### src/rtl/spi_frame_pkg.sv
// Shared types and defaults for the SPI frame serializer.
package spi_frame_pkg;

   typedef enum logic [1:0] {
      IDLE     = 2'd0,
      WAIT_REQ = 2'd1,
      WAIT_ACK = 2'd2,
      DONE     = 2'd3
   } state_t;

   localparam logic [7:0] DEFAULT_CMD_BYTE   = 8'h02;
   localparam logic [7:0] DEFAULT_START_ADDR = 8'h00;

   // Bytes per frame: command + address + payload + padding.
   function automatic int calc_total(input int num_words, input int word_w, input int pad_bytes);
      return 2 + num_words * word_w / 8 + pad_bytes;
   endfunction

endpackage

### src/rtl/spi_byte_mux.sv
// Index-to-byte selector for a frame: command, address, payload (LSB first), then zero padding.
module spi_byte_mux #(
   parameter int         NUM_WORDS  = 8,
   parameter int         WORD_W     = 32,
   parameter logic [7:0] CMD_BYTE   = 8'h02,
   parameter logic [7:0] START_ADDR = 8'h00,
   parameter int         IDX_W      = 6
) (
   input  logic [NUM_WORDS*WORD_W-1:0] frame,
   input  logic [IDX_W-1:0]            index,
   output logic [7:0]                  byte_sel
);

   localparam int NB = NUM_WORDS * WORD_W / 8;

   always_comb begin
      byte_sel = 8'h00;
      if (index == '0) begin
         byte_sel = CMD_BYTE;
      end else if (index == IDX_W'(1)) begin
         byte_sel = START_ADDR;
      end else begin
         // Anything past the payload falls through to the zero default (padding).
         for (int i = 0; i < NB; i++) begin
            if (int'(index) == i + 2) byte_sel = frame[8*i +: 8];
         end
      end
   end

endmodule

### src/rtl/spi_frame_serializer.sv
// Frame serializer for the SPI master transmit port, with a one-deep pending buffer and drop counter.
//
// state    | meaning
// IDLE     | no frame in flight, waiting for data_ready
// WAIT_REQ | frame active, waiting for di_req to present byte[index]
// WAIT_ACK | wren high, byte held until a rising edge of write_ack
// DONE     | one-cycle frame_done, then next frame (pending/new) or IDLE
module spi_frame_serializer
   import spi_frame_pkg::*;
#(
   parameter int         NUM_WORDS  = 8,
   parameter int         WORD_W     = 32,
   parameter logic [7:0] CMD_BYTE   = DEFAULT_CMD_BYTE,
   parameter logic [7:0] START_ADDR = DEFAULT_START_ADDR,
   parameter int         PAD_BYTES  = 0
) (
   input  logic                        clock,
   input  logic                        reset,
   input  logic [NUM_WORDS*WORD_W-1:0] data,
   input  logic                        data_ready,
   input  logic                        di_req,
   input  logic                        write_ack,
   input  logic                        mpu_interrupt_in,
   output logic [7:0]                  byte_out,
   output logic                        wren,
   output logic                        busy,
   output logic                        frame_done,
   output logic [15:0]                 dropped_frames,
   output logic                        mpu_interrupt_out
);

   localparam int TOTAL = calc_total(NUM_WORDS, WORD_W, PAD_BYTES);
   localparam int IDX_W = (TOTAL > 1) ? $clog2(TOTAL) : 1;
   localparam logic [IDX_W-1:0] LAST_IDX = IDX_W'(TOTAL - 1);

   state_t                      state;
   logic [IDX_W-1:0]            index;
   logic [NUM_WORDS*WORD_W-1:0] frame_reg;
   logic [NUM_WORDS*WORD_W-1:0] pending_reg;
   logic                        pending_valid;
   logic                        ack_prev;
   logic                        ack_rise;
   logic [7:0]                  sel_byte;

   assign ack_rise          = write_ack & ~ack_prev;
   assign busy              = (state != IDLE);
   assign mpu_interrupt_out = mpu_interrupt_in;

   spi_byte_mux #(
      .NUM_WORDS (NUM_WORDS),
      .WORD_W    (WORD_W),
      .CMD_BYTE  (CMD_BYTE),
      .START_ADDR(START_ADDR),
      .IDX_W     (IDX_W)
   ) u_byte_mux (
      .frame   (frame_reg),
      .index   (index),
      .byte_sel(sel_byte)
   );

   always_ff @(posedge clock) begin
      if (reset) begin
         state          <= IDLE;
         index          <= '0;
         frame_reg      <= '0;
         pending_reg    <= '0;
         pending_valid  <= 1'b0;
         ack_prev       <= 1'b0;
         byte_out       <= 8'h00;
         wren           <= 1'b0;
         frame_done     <= 1'b0;
         dropped_frames <= 16'h0000;
      end else begin
         ack_prev   <= write_ack;
         frame_done <= 1'b0;

         case (state)
            IDLE: begin
               if (data_ready) begin
                  frame_reg <= data;
                  index     <= '0;
                  state     <= WAIT_REQ;
               end
            end
            WAIT_REQ: begin
               if (di_req) begin
                  byte_out <= sel_byte;
                  wren     <= 1'b1;
                  state    <= WAIT_ACK;
               end
            end
            WAIT_ACK: begin
               if (ack_rise) begin
                  wren <= 1'b0;
                  if (index == LAST_IDX) begin
                     state      <= DONE;
                     frame_done <= 1'b1;
                  end else begin
                     index <= index + IDX_W'(1);
                     state <= WAIT_REQ;
                  end
               end
            end
            DONE: begin
               index <= '0;
               if (pending_valid) begin
                  // Pending frame goes out next; a coincident arrival refills the buffer without a drop.
                  frame_reg <= pending_reg;
                  state     <= WAIT_REQ;
                  if (data_ready) pending_reg <= data;
                  else            pending_valid <= 1'b0;
               end else if (data_ready) begin
                  frame_reg <= data;
                  state     <= WAIT_REQ;
               end else begin
                  state <= IDLE;
               end
            end
            default: state <= IDLE;
         endcase

         if (data_ready && (state == WAIT_REQ || state == WAIT_ACK)) begin
            pending_reg   <= data;
            pending_valid <= 1'b1;
            if (pending_valid && dropped_frames != 16'hFFFF)
               dropped_frames <= dropped_frames + 16'd1;
         end
      end
   end

endmodule

### config.mk
export PLATFORM = sky130hd
export DESIGN_NAME = spi_frame_serializer
export DESIGN_NICKNAME = d
export VERILOG_FILES = /design/src/rtl/spi_frame_pkg.sv /design/src/rtl/spi_byte_mux.sv /design/src/rtl/spi_frame_serializer.sv
export SDC_FILE = /design/constraint.sdc
export NUM_CORES = 1
export LEC_CHECK = 0
export CORE_MARGIN = 2
export CORE_UTILIZATION = 41
export DETAILED_ROUTE_END_ITERATION = 16
export GPL_TIMING_DRIVEN = 0
export PLACE_DENSITY = 0.71
export SLEW_MARGIN = 20
export SYNTH_ARGS = -nofsm -noshare
export SYNTH_HDL_FRONTEND = slang
export SYNTH_SLANG_ARGS = --single-unit
### constraint.sdc
create_clock -name clock -period 2.21 [get_ports clock]
set_input_delay 0.3315 -clock clock [delete_from_list [all_inputs] [get_ports clock]]
set_output_delay 0.3315 -clock clock [all_outputs]
set_load 0.05 [all_outputs]
==> impl_metrics.toml <==
[placed_design]
dpl_worst_slack_ps = -1570
place.gp.congestion = 0.964
hpwlAfterDp_um = 63700
io_buffers = 286

[timing]
post-route-period-util_pct = 114
finClkSkew_ps = 14.3
final.setup.worst_slack_ps = -317
max_freq_mhz = 396
slew_headroom_pct = 39.7
setup_viol = 8
tightest_slew_ps = 905
final_hold_viol_count = 0
slew_viol_final = 0
finalCriticalPeriod_ps = 2530
grt_setup_unrepaired = "yes"

[die]
initial_core_util_pct = 41.2
die_w_um = 244
die_h_um = 244
rows = 88
core_area_um2 = 57400
ioPinCount = 290
die_area_um2 = 59600

[power_and_ir_drop]
ir_worst_vdd_mv = 0.725
powerDensity_nw_per_um2 = 1120
total_power_mw = 34.6
p_leak_nw = 12.5

[critical_path]
critical_path_class = "flop to flop"
setup.worst_path.end_class = "flop"
arrival_ps = 3100
cpMaxStageDelayCell = "a311oi_2"
cp_max_fo = 5
crit_family = "compound AO/OA/AOI/OAI gates"
worst_ep_required_time_ps = 2780
path_cells = "buf_8 -> nor4_4 -> buf_4 -> nand3_1 -> a32o_1 -> a31oi_2 -> o211ai_1 -> a311oi_2 -> o31a_1"
critPathMaxStageDelay_ps = 420
critPathBufInv = 2
critical_path.startpoint_type = "flop"

[run_status]
violations = "setup timing"
status = "finished with violations"

[synth]
ys_seq_area_share_pct = 46.4
synth_fa_ha_area_share_pct = 0.529
synth_top_area_cell = "dfxtp_1"
synth_cell_type_count = 81
synth_area_per_cell_um2 = 7.23
synth-xor-area-share_pct = 0.704
syn-num-nets = 3540
synth_top_family_by_area = "simple AND/OR/NAND/NOR gates"
synthSimpleGateAreaFrac_pct = 34.7
synth_top_area_share_pct = 46.4
synth_compound_area_share_pct = 12.8
async_reset_ff_share_pct = 0
synth_commonest_cells = "nor2_1, nand2_1, dfxtp_1"
synthMuxAreaShare_pct = 0.0900
synth_most_common_cell = "nor2_1"
synth_warnings = 0
synth_top_flop_cell = "dfxtp_1"
netlist_instances = 3268
synthTopCellsByArea = "dfxtp_1, nor2_1, nand2_1"
netlist_area_um2 = 23600
ys_seq_elements = 548
synth_edf_count = 0

[clock_network]
cts.sinks = 548
clk_latency_ps = 620
htreeDepth = 2
cts-root-buf = "clkbuf_16"
clk_path_buf_depth = 3
cts_tree = "yes"
path_clk_slew_ps = 70
ctsHoldBuffers = 0
cts_buffers = 56

[drt]
routed_wl_um = 89400
wire_per_inst_um = 20.0
ant_nets = 0
post-route-drc-count = 0
via_count = 25100
avgViaCountPerCell = 5.64
dr.pass1.iters = 7
drt_iter0_markers = 2664

[worst_hold_path]
hold_class = "input pin to flop"

[job]
maxCapViolations = 0

[layout]
area_growth_pct = 30.5
finalNetCount = 3919
fillers = 5363
drive_above_1_share_pct = 11.6

[global_routing]
antenna_found_initial = 5
grt.total_usage_pct = 28.5
grt_overflow_total = 0
grt_pass1_wl_um = 133000
grt_start_max_net_pins = 15
grt_pass1_vias = 22900
kinds of logic (layout without fill, tap and decap cells):
| kind of cell | count (synthesis) | after routing |
|---|---|---|
| xor gates and xnor gates | 19 | 19 |
| DFF | 548 | 548 |
| adders and majority gates | 10 | 10 |
| and+or+nand+nor | 1882 | 1882 |
| muxes | 2 | 2 |
| buffers and inverters | 283 | 707 |
| other | 0 | 3 |
| AOI/OAI and AO/OA | 524 | 524 |
area by class of cell:
type                       instances  area, um^2  share of cell area (%)
multi-input combinational       2437       12000                    38.9
sequential                       548       11000                    35.6
timing repair buffer             326        3260                    10.6
buffer                           262        1620                    5.25
clock buffer                      78        1620                    5.24
tap                              765         957                    3.10
clock inverter                    25         310                    1.01
inverter                          16        70.1                   0.227
antenna                            3        7.51                  0.0243
through the flow:
stage / utilization [%] / std cells / instance area, um^2 / TNS [ps] / hold slack, ps
floorplan: - / 3268 / 23600 / 0 / 437
global placement: 47.9 / 4319 / 27500 / -244850 / 443
detailed placement: 47.9 / 4319 / 27500 / -244530 / 447
CTS: 53.1 / 4450 / 30500 / -971 / 91.8
global route: 53.8 / 4460 / 30800 / -1900 / 161
finish: 53.8 / 4460 / 30800 / -2120 / 144
placed cells by master (no fill, tap or decap), types with 13 or more instances in the layout:
| master | netlist | layout |
|---|---|---|
| o21ai_0 | 84 | 70 |
| buf_4 | 4 | 50 |
| a21oi_1 | 310 | 302 |
| clkbuf_16 | 0 | 63 |
| clkbuf_8 | 0 | 16 |
| clkdlybuf4s50_1 | 0 | 267 |
| nand2_1 | 602 | 597 |
| nand4_1 | 29 | 29 |
| clkbuf_4 | 0 | 29 |
| buf_6 | 2 | 14 |
| dfxtp_1 | 548 | 542 |
| clkbuf_2 | 0 | 92 |
| nor2_1 | 839 | 829 |
| clkbuf_1 | 220 | 77 |
| xor2_1 | 17 | 17 |
| nand3_1 | 64 | 62 |
| o21ai_1 | 4 | 13 |
| buf_2 | 24 | 27 |
| nor4_1 | 258 | 255 |
per-layer routing:
layer / GRT usage (%) / wire length, um / share of wire [%]
met5: 0 / 23 / 0.026
met4: 14.3 / 4970 / 5.6
met3: 6.90 / 8840 / 9.9
met2: 43.7 / 38800 / 43
met1: 37.5 / 36800 / 41
where the power goes:
| part | switching (mW) | internal, mW |
|---|---|---|
| clock | 4.11 | 5.82 |
| sequential | 2.29 | 12.6 |
| combinational | 6.25 | 3.56 |
final timing paths:
| check | startpoint | endpoint | slack (ps) | cells after the start |
|---|---|---|---|---|
| max | index[3]$_SDFFE_PP0P_ | byte_out[4]$_SDFFE_PP0P_ | -320 | 9 |
| min reg2reg | pending_reg[183]$_SDFFE_PP0P_ | pending_reg[183]$_SDFFE_PP0P_ | 450 | 2 |
| max reg2reg | index[3]$_SDFFE_PP0P_ | byte_out[4]$_SDFFE_PP0P_ | -320 | 9 |
| min | data_ready | pending_valid$_SDFFE_PP0P_ | 140 | 3 |
worst reg2reg max path, stage by stage (launching register included):
cell	delay (ps)
dfxtp_4	380
buf_8	150
nor4_4	340
buf_4	220
nand3_1	100
a32o_1	300
a31oi_2	200
o211ai_1	190
a311oi_2	420
o31a_1	170
repair_timing:
| item | CTS | global route |
|---|---|---|
| setup endpoints to repair | 500 | 526 |
| setup buffers | 27 | 7 |
| gates resized for setup | 335 | 132 |
| gates cloned | 3 | 3 |
| pin swaps | 31 | 20 |
(Power assumes the default switching activity.)
